## src/rtl/mem_port_arbiter.sv

```systemverilog
// mem_port_arbiter: round-robin sharing of one single-port sync RAM between
// requesters A and B, with per-access ack pulses and registered read return.
// Latency: ack one cycle after an eligible request, rvalid two cycles after ack.
// Backpressure: requests are held until ack, and an acked requester sits out the next grant.
//
// Ports:
//   clk, reset_n                       clock, asynchronous active-low reset
//   req_x/we_x/addr_x/wdata_x (x=a,b)  request side, held stable until ack_x
//   ack_x, rvalid_x, rdata_x           grant pulse, read-return pulse and data
//   mem_we/mem_addr/mem_di, mem_do     RAM port (DO valid one clock after addr)
//
// Optional feature macro: MEM_PORT_ARBITER_LOCK_EN adds lock_a/lock_b inputs
// that let the granted requester hold the RAM for a run of accesses.
module mem_port_arbiter #(
  parameter int AW = 10,
  parameter int DW = 8
) (
  input  logic          clk,
  input  logic          reset_n,
  input  logic          req_a,
  input  logic          we_a,
  input  logic [AW-1:0] addr_a,
  input  logic [DW-1:0] wdata_a,
`ifdef MEM_PORT_ARBITER_LOCK_EN
  input  logic          lock_a,
  input  logic          lock_b,
`endif
  output logic          ack_a,
  output logic          rvalid_a,
  output logic [DW-1:0] rdata_a,
  input  logic          req_b,
  input  logic          we_b,
  input  logic [AW-1:0] addr_b,
  input  logic [DW-1:0] wdata_b,
  output logic          ack_b,
  output logic          rvalid_b,
  output logic [DW-1:0] rdata_b,
  output logic          mem_we,
  output logic [AW-1:0] mem_addr,
  output logic [DW-1:0] mem_di,
  input  logic [DW-1:0] mem_do
);

  typedef enum logic [1:0] {S_IDLE, S_GNT_A, S_GNT_B} state_t;

  state_t          r_state;
  state_t          w_state_nxt;
  logic            r_ack_a, r_ack_b;
  logic            r_last_b;      // 1: most recent grant went to B
  logic            r_mem_we;
  logic [AW-1:0]   r_mem_addr;
  logic [DW-1:0]   r_mem_di;
  logic            r_rd_vld;      // a read was on the RAM port last cycle
  logic            r_rd_tag_b;    // ...and it belongs to B
  logic            r_rvalid_a, r_rvalid_b;
  logic [DW-1:0]   r_rdata_a, r_rdata_b;
  logic            w_elig_a, w_elig_b;
  logic            w_blk_a, w_blk_b;

`ifdef MEM_PORT_ARBITER_LOCK_EN
  logic r_lock_a, r_lock_b;
  logic w_own_a, w_own_b;
  // During an ack cycle the live lock input decides whether ownership
  // continues; otherwise the registered ownership stands.
  assign w_own_a = r_ack_a ? lock_a : r_lock_a;
  assign w_own_b = r_ack_b ? lock_b : r_lock_b;
  assign w_blk_a = w_own_b;
  assign w_blk_b = w_own_a;

  always_ff @(posedge clk or negedge reset_n) begin
    if (!reset_n) begin
      r_lock_a <= 1'b0;
      r_lock_b <= 1'b0;
    end else begin
      r_lock_a <= w_own_a;
      r_lock_b <= w_own_b;
    end
  end
`else
  assign w_blk_a = 1'b0;
  assign w_blk_b = 1'b0;
`endif

  // A requester acked this cycle is skipped at the next edge, which is what
  // gives interleaving when both are busy.
  assign w_elig_a = req_a & ~r_ack_a & ~w_blk_a;
  assign w_elig_b = req_b & ~r_ack_b & ~w_blk_b;

  always_comb begin
    w_state_nxt = S_IDLE;
    if (w_elig_a && w_elig_b) begin
      w_state_nxt = r_last_b ? S_GNT_A : S_GNT_B;
    end else if (w_elig_a) begin
      w_state_nxt = S_GNT_A;
    end else if (w_elig_b) begin
      w_state_nxt = S_GNT_B;
    end
  end

  // last_grant follows every grant; under a lock only the owner is granted,
  // so it settles on the owner when the lock ends.
  always_ff @(posedge clk or negedge reset_n) begin
    if (!reset_n) begin
      r_state    <= S_IDLE;
      r_ack_a    <= 1'b0;
      r_ack_b    <= 1'b0;
      r_last_b   <= 1'b1;
      r_mem_we   <= 1'b0;
      r_mem_addr <= '0;
      r_mem_di   <= '0;
    end else begin
      r_state <= w_state_nxt;
      r_ack_a <= (w_state_nxt == S_GNT_A);
      r_ack_b <= (w_state_nxt == S_GNT_B);
      case (w_state_nxt)
        S_GNT_A: begin
          r_mem_we   <= we_a;
          r_mem_addr <= addr_a;
          r_mem_di   <= wdata_a;
          r_last_b   <= 1'b0;
        end
        S_GNT_B: begin
          r_mem_we   <= we_b;
          r_mem_addr <= addr_b;
          r_mem_di   <= wdata_b;
          r_last_b   <= 1'b1;
        end
        default: r_mem_we <= 1'b0;
      endcase
    end
  end

  // Read return: stage 1 marks the cycle in which DO carries the data,
  // stage 2 registers DO into the tagged requester's result.
  always_ff @(posedge clk or negedge reset_n) begin
    if (!reset_n) begin
      r_rd_vld   <= 1'b0;
      r_rd_tag_b <= 1'b0;
      r_rvalid_a <= 1'b0;
      r_rvalid_b <= 1'b0;
      r_rdata_a  <= '0;
      r_rdata_b  <= '0;
    end else begin
      r_rd_vld   <= (r_ack_a | r_ack_b) & ~r_mem_we;
      r_rd_tag_b <= r_ack_b;
      r_rvalid_a <= r_rd_vld & ~r_rd_tag_b;
      r_rvalid_b <= r_rd_vld &  r_rd_tag_b;
      if (r_rd_vld && !r_rd_tag_b) r_rdata_a <= mem_do;
      if (r_rd_vld &&  r_rd_tag_b) r_rdata_b <= mem_do;
    end
  end

  assign ack_a    = r_ack_a;
  assign ack_b    = r_ack_b;
  assign mem_we   = r_mem_we;
  assign mem_addr = r_mem_addr;
  assign mem_di   = r_mem_di;
  assign rvalid_a = r_rvalid_a;
  assign rvalid_b = r_rvalid_b;
  assign rdata_a  = r_rdata_a;
  assign rdata_b  = r_rdata_b;

endmodule

```

## config.mk

```make
export PLATFORM = sky130hd
export DESIGN_NAME = mem_port_arbiter
export DESIGN_NICKNAME = d
export VERILOG_FILES = /design/src/rtl/mem_port_arbiter.sv
export SDC_FILE = /design/constraint.sdc
export NUM_CORES = 1
export LEC_CHECK = 0
export ABC_AREA = 1
export ABC_CLOCK_PERIOD_IN_PS = 2610
export CORE_MARGIN = 3
export CORE_UTILIZATION = 35
export CTS_CLUSTER_DIAMETER = 40
export DETAILED_ROUTE_END_ITERATION = 7
export GPL_TIMING_DRIVEN = 0
export HOLD_SLACK_MARGIN = 0.15
export PLACE_DENSITY = 0.71
export SYNTH_ARGS = -nofsm -noshare
export SYNTH_HDL_FRONTEND = slang
export SYNTH_SLANG_ARGS = --single-unit
```

## constraint.sdc

```tcl
create_clock -name clk -period 2.61 [get_ports clk]
set_clock_uncertainty 0.05 [all_clocks]
set_input_delay 0.6525 -clock clk [delete_from_list [all_inputs] [get_ports clk]]
set_output_delay 0.6525 -clock clk [all_outputs]
set_load 0.005 [all_outputs]
```

==> metrics.md <==
| Metric | Value |
|---|---|
| Status | `completed` |
| Area after DPL | `3000 um2` |
| Clock tree from TritonCTS | `done` |
| Synthesized area | `2020 um2` |
| Vias | `1,754` |
| Final Hold Fails | `0` |
| WHS | `0.193 ns` |
| Synth top area cells | `dfrtp_1, nand2_1, inv_1` |
| Post-CTS Hold Buffers | `0` |
| Peak VDD IR | `423 uV` |
| Worst Tran Pin Value | `0.312 ns` |
| Synthesized Nets | `296` |
| CTS sink cnt | `42` |
| Ant diodes | `0` |
| Flop2flop setup slack | `0.81 ns` |
| Routability Congestion | `0.689` |
| First-pass GRT wire length | `7780 um` |
| GRT Overall Usage | `15.2%` |
| Initial Util | `36.4%` |
| Boundary pin count | `89` |
| Worst Hold Class | `in2async` |
| FP Rows | `27` |
| Syn avg cell area | `8.27 um2` |
| Reg2Reg Capture Point | `mem_addr[4]` |
| Most used cell, CP | `nand2_1` |
| Post-detail-place hpwl | `3700 um` |
| CP Capture Type | `flip-flop` |
| Worst flop-to-flop path startpoint | `ack_b` |
| Clk buf depth | `2` |
| Layout Area Growth over Synthesis | `54.3%` |
| Via density | `4.25` |
| RSZ-0062 raised after global routing | `false` |
| Routed WL | `4850 um` |
| Drt first pass iters | `4` |
| Cells after Synth | `244` |
| Synth cell types | `18` |
| Initial antenna violation count | `0` |
| Critical path, cell by cell | `clkdlybuf4s50_1, inv_1, nor2_1, nand2_1, nand2_1, inv_1, ha_1, inv_2, buf_4, nand3_1, nand2_1` |
| CP Max Fanout | `10` |
| Post-CTS setup buffer count | `0` |
| # H-tree levels | `2` |
| Critical Path AT | `2.39 ns` |
| Cts bufs inserted | `5` |
| F_max | `452 MHz` |
| Period minus WS final | `2.21 ns` |
| Yosys warning total | `0` |
| Routed len/inst | `11.7 um` |
| Synth area leader | `dfrtp_1` |
| Total gr overflow | `0` |
| Worst reg2reg path depth | `9` |
| Crit-path max cell delay | `0.45 ns` |
| Post_cts resized | `0` |
| Slew headroom | `79.2%` |
| Vias in the first global route | `1,684` |
| Final worst path period share | `84.9%` |
| Clk_lat worst skew | `0.29 ns` |
| DR iter-0 viols | `52` |
| Max-cap violations | `0` |
| Register area share after synthesis | `52.2%` |
| Final Max Slew Viols | `0` |
| Yosys reg bits | `42` |
| Nets@finish | `392` |
| Antenna viol nets, final | `0` |
| Leak | `1.62 nW` |
| Count of final setup violators | `0` |
| Core Box Area | `5540 um2` |
| Clock root buffer | `clkbuf_8` |
| Pin count of the biggest net entering global routing | `31` |
| Crit path max-delay family | `buffers and inverters` |
| Chip width | `81.9 um` |
| Remaining DRCs | `0` |
| Clock transition at path regs | `0.08 ns` |
| Die height | `81.9 um` |
| Synth top area share | `50.9%` |
| Critical setup path kind | `in2reg` |
| IO Port Bufs | `88` |
| Power Density | `1050 nW/um2` |
| Share of cells above drive strength 1 | `12.3%` |
| Post-Layout Inst Area | `3110 um2` |
| Die Area | `6710 um2` |
| Critical path launch point type | `primary input` |
| Crit-path slowest cell | `clkdlybuf4s50_1` |
| Buf/Inv on CP | `5` |
| CP required | `2.79 ns` |
[metrics by stage]
stage / setup WS (ns) / util (%) / instances / setup TNS [ns] / total power, mW
global placement: -0.235 / 53.9 / 404 / -9.57 / 2.74
floorplan: 0.789 / - / 244 / 0 / 1.92
detailed placement: 0.0679 / 54.2 / 405 / 0 / 2.78
CTS: 0.372 / 56.2 / 413 / 0 / 3.30
finish: 0.395 / 56.2 / 413 / 0 / 3.25
global route: 0.211 / 56.2 / 413 / 0 / 3.52
[area by class of cell]
class | count | area, um2
Timing Repair Buffer | 89 | 896
Inverter | 54 | 203
Tap cell | 72 | 90.1
Clock buffer | 6 | 72.6
Fill cell | 542 | 2430
Sequential cell | 42 | 1050
Buffer | 8 | 86.3
Clock inverter | 2 | 37.5
Multi-Input combinational cell | 140 | 676
[sequential cells by signal (all words and copies together), names as in the netlist]
signal      count
mem_addr       10
mem_di          8
rdata_a         8
rdata_b         8
ack_a           1
ack_b           1
mem_we          1
r_last_b        1
r_rd_tag_b      1
r_rd_vld        1
rvalid_a        1
rvalid_b        1
[worst max-delay path by stage]
stage | endpoint | depth (start not counted) | start
global placement | mem_addr[2] | 1 | reset_n
global route | mem_addr[1] | 11 | req_b
floorplan | mem_addr[2] | 10 | req_b
CTS | mem_addr[2] | 11 | req_b
finish | mem_addr[4] | 11 | req_b
detailed placement | mem_addr[2] | 11 | req_b
[cells in the mapped netlist]
cell type,number
nor2_1,3
dfrtp_1,41
o21ai_0,2
nand2_4,2
buf_6,3
buf_12,1
inv_1,52
buf_8,1
ha_1,2
nand3_1,18
nand2_2,3
o21ai_2,16
inv_2,2
dfstp_2,1
nand2_1,93
buf_2,2
buf_4,1
a21oi_2,1
[logic make-up (layout without fill, tap and decap cells)]
| group | after synthesis | count (layout) | synth area share (%) |
|---|---|---|---|
| buf+inv | 62 | 159 | 14.3 |
| compound gates | 19 | 19 | 7.88 |
| simple gates | 119 | 119 | 24.4 |
| fa+ha+maj | 2 | 2 | 1.24 |
| flops | 42 | 42 | 52.2 |
[power by group]
group | internal [mW] | leakage [nW] | total (mW) | switching (mW)
sequential | 0.968 | 0.514 | 1.15 | 0.185
clock | 0.285 | 0.0514 | 0.504 | 0.218
combinational | 0.890 | 1.06 | 1.60 | 0.707
total | 2.14 | 1.62 | 3.25 | 1.11
[metal layers]
layer	vias up	wire length, um	global-route usage, %
met3	6	396	5.26
met4	0	42	4.49
met1	785	2110	19.0
met2	60	2300	24.8
met5	-	0	0
li1	903	-	-
[cell usage in the layout (no fill, tap or decap)]
master,count
nand2_1,93
clkdlybuf4s50_1,87
inv_1,52
dfrtp_1,41
nand3_1,18
o21ai_2,16
clkbuf_8,5
nor2_1,3
buf_6,3
nand2_2,3
buf_2,3
o21ai_0,2
nand2_4,2
buf_12,2
inv_2,2
ha_1,2
buf_8,1
a21oi_2,1
buf_4,1
bufinv_16,1
clkinvlp_4,1
clkbuf_1,1
dfstp_2,1
(Power assumes the default switching activity.)
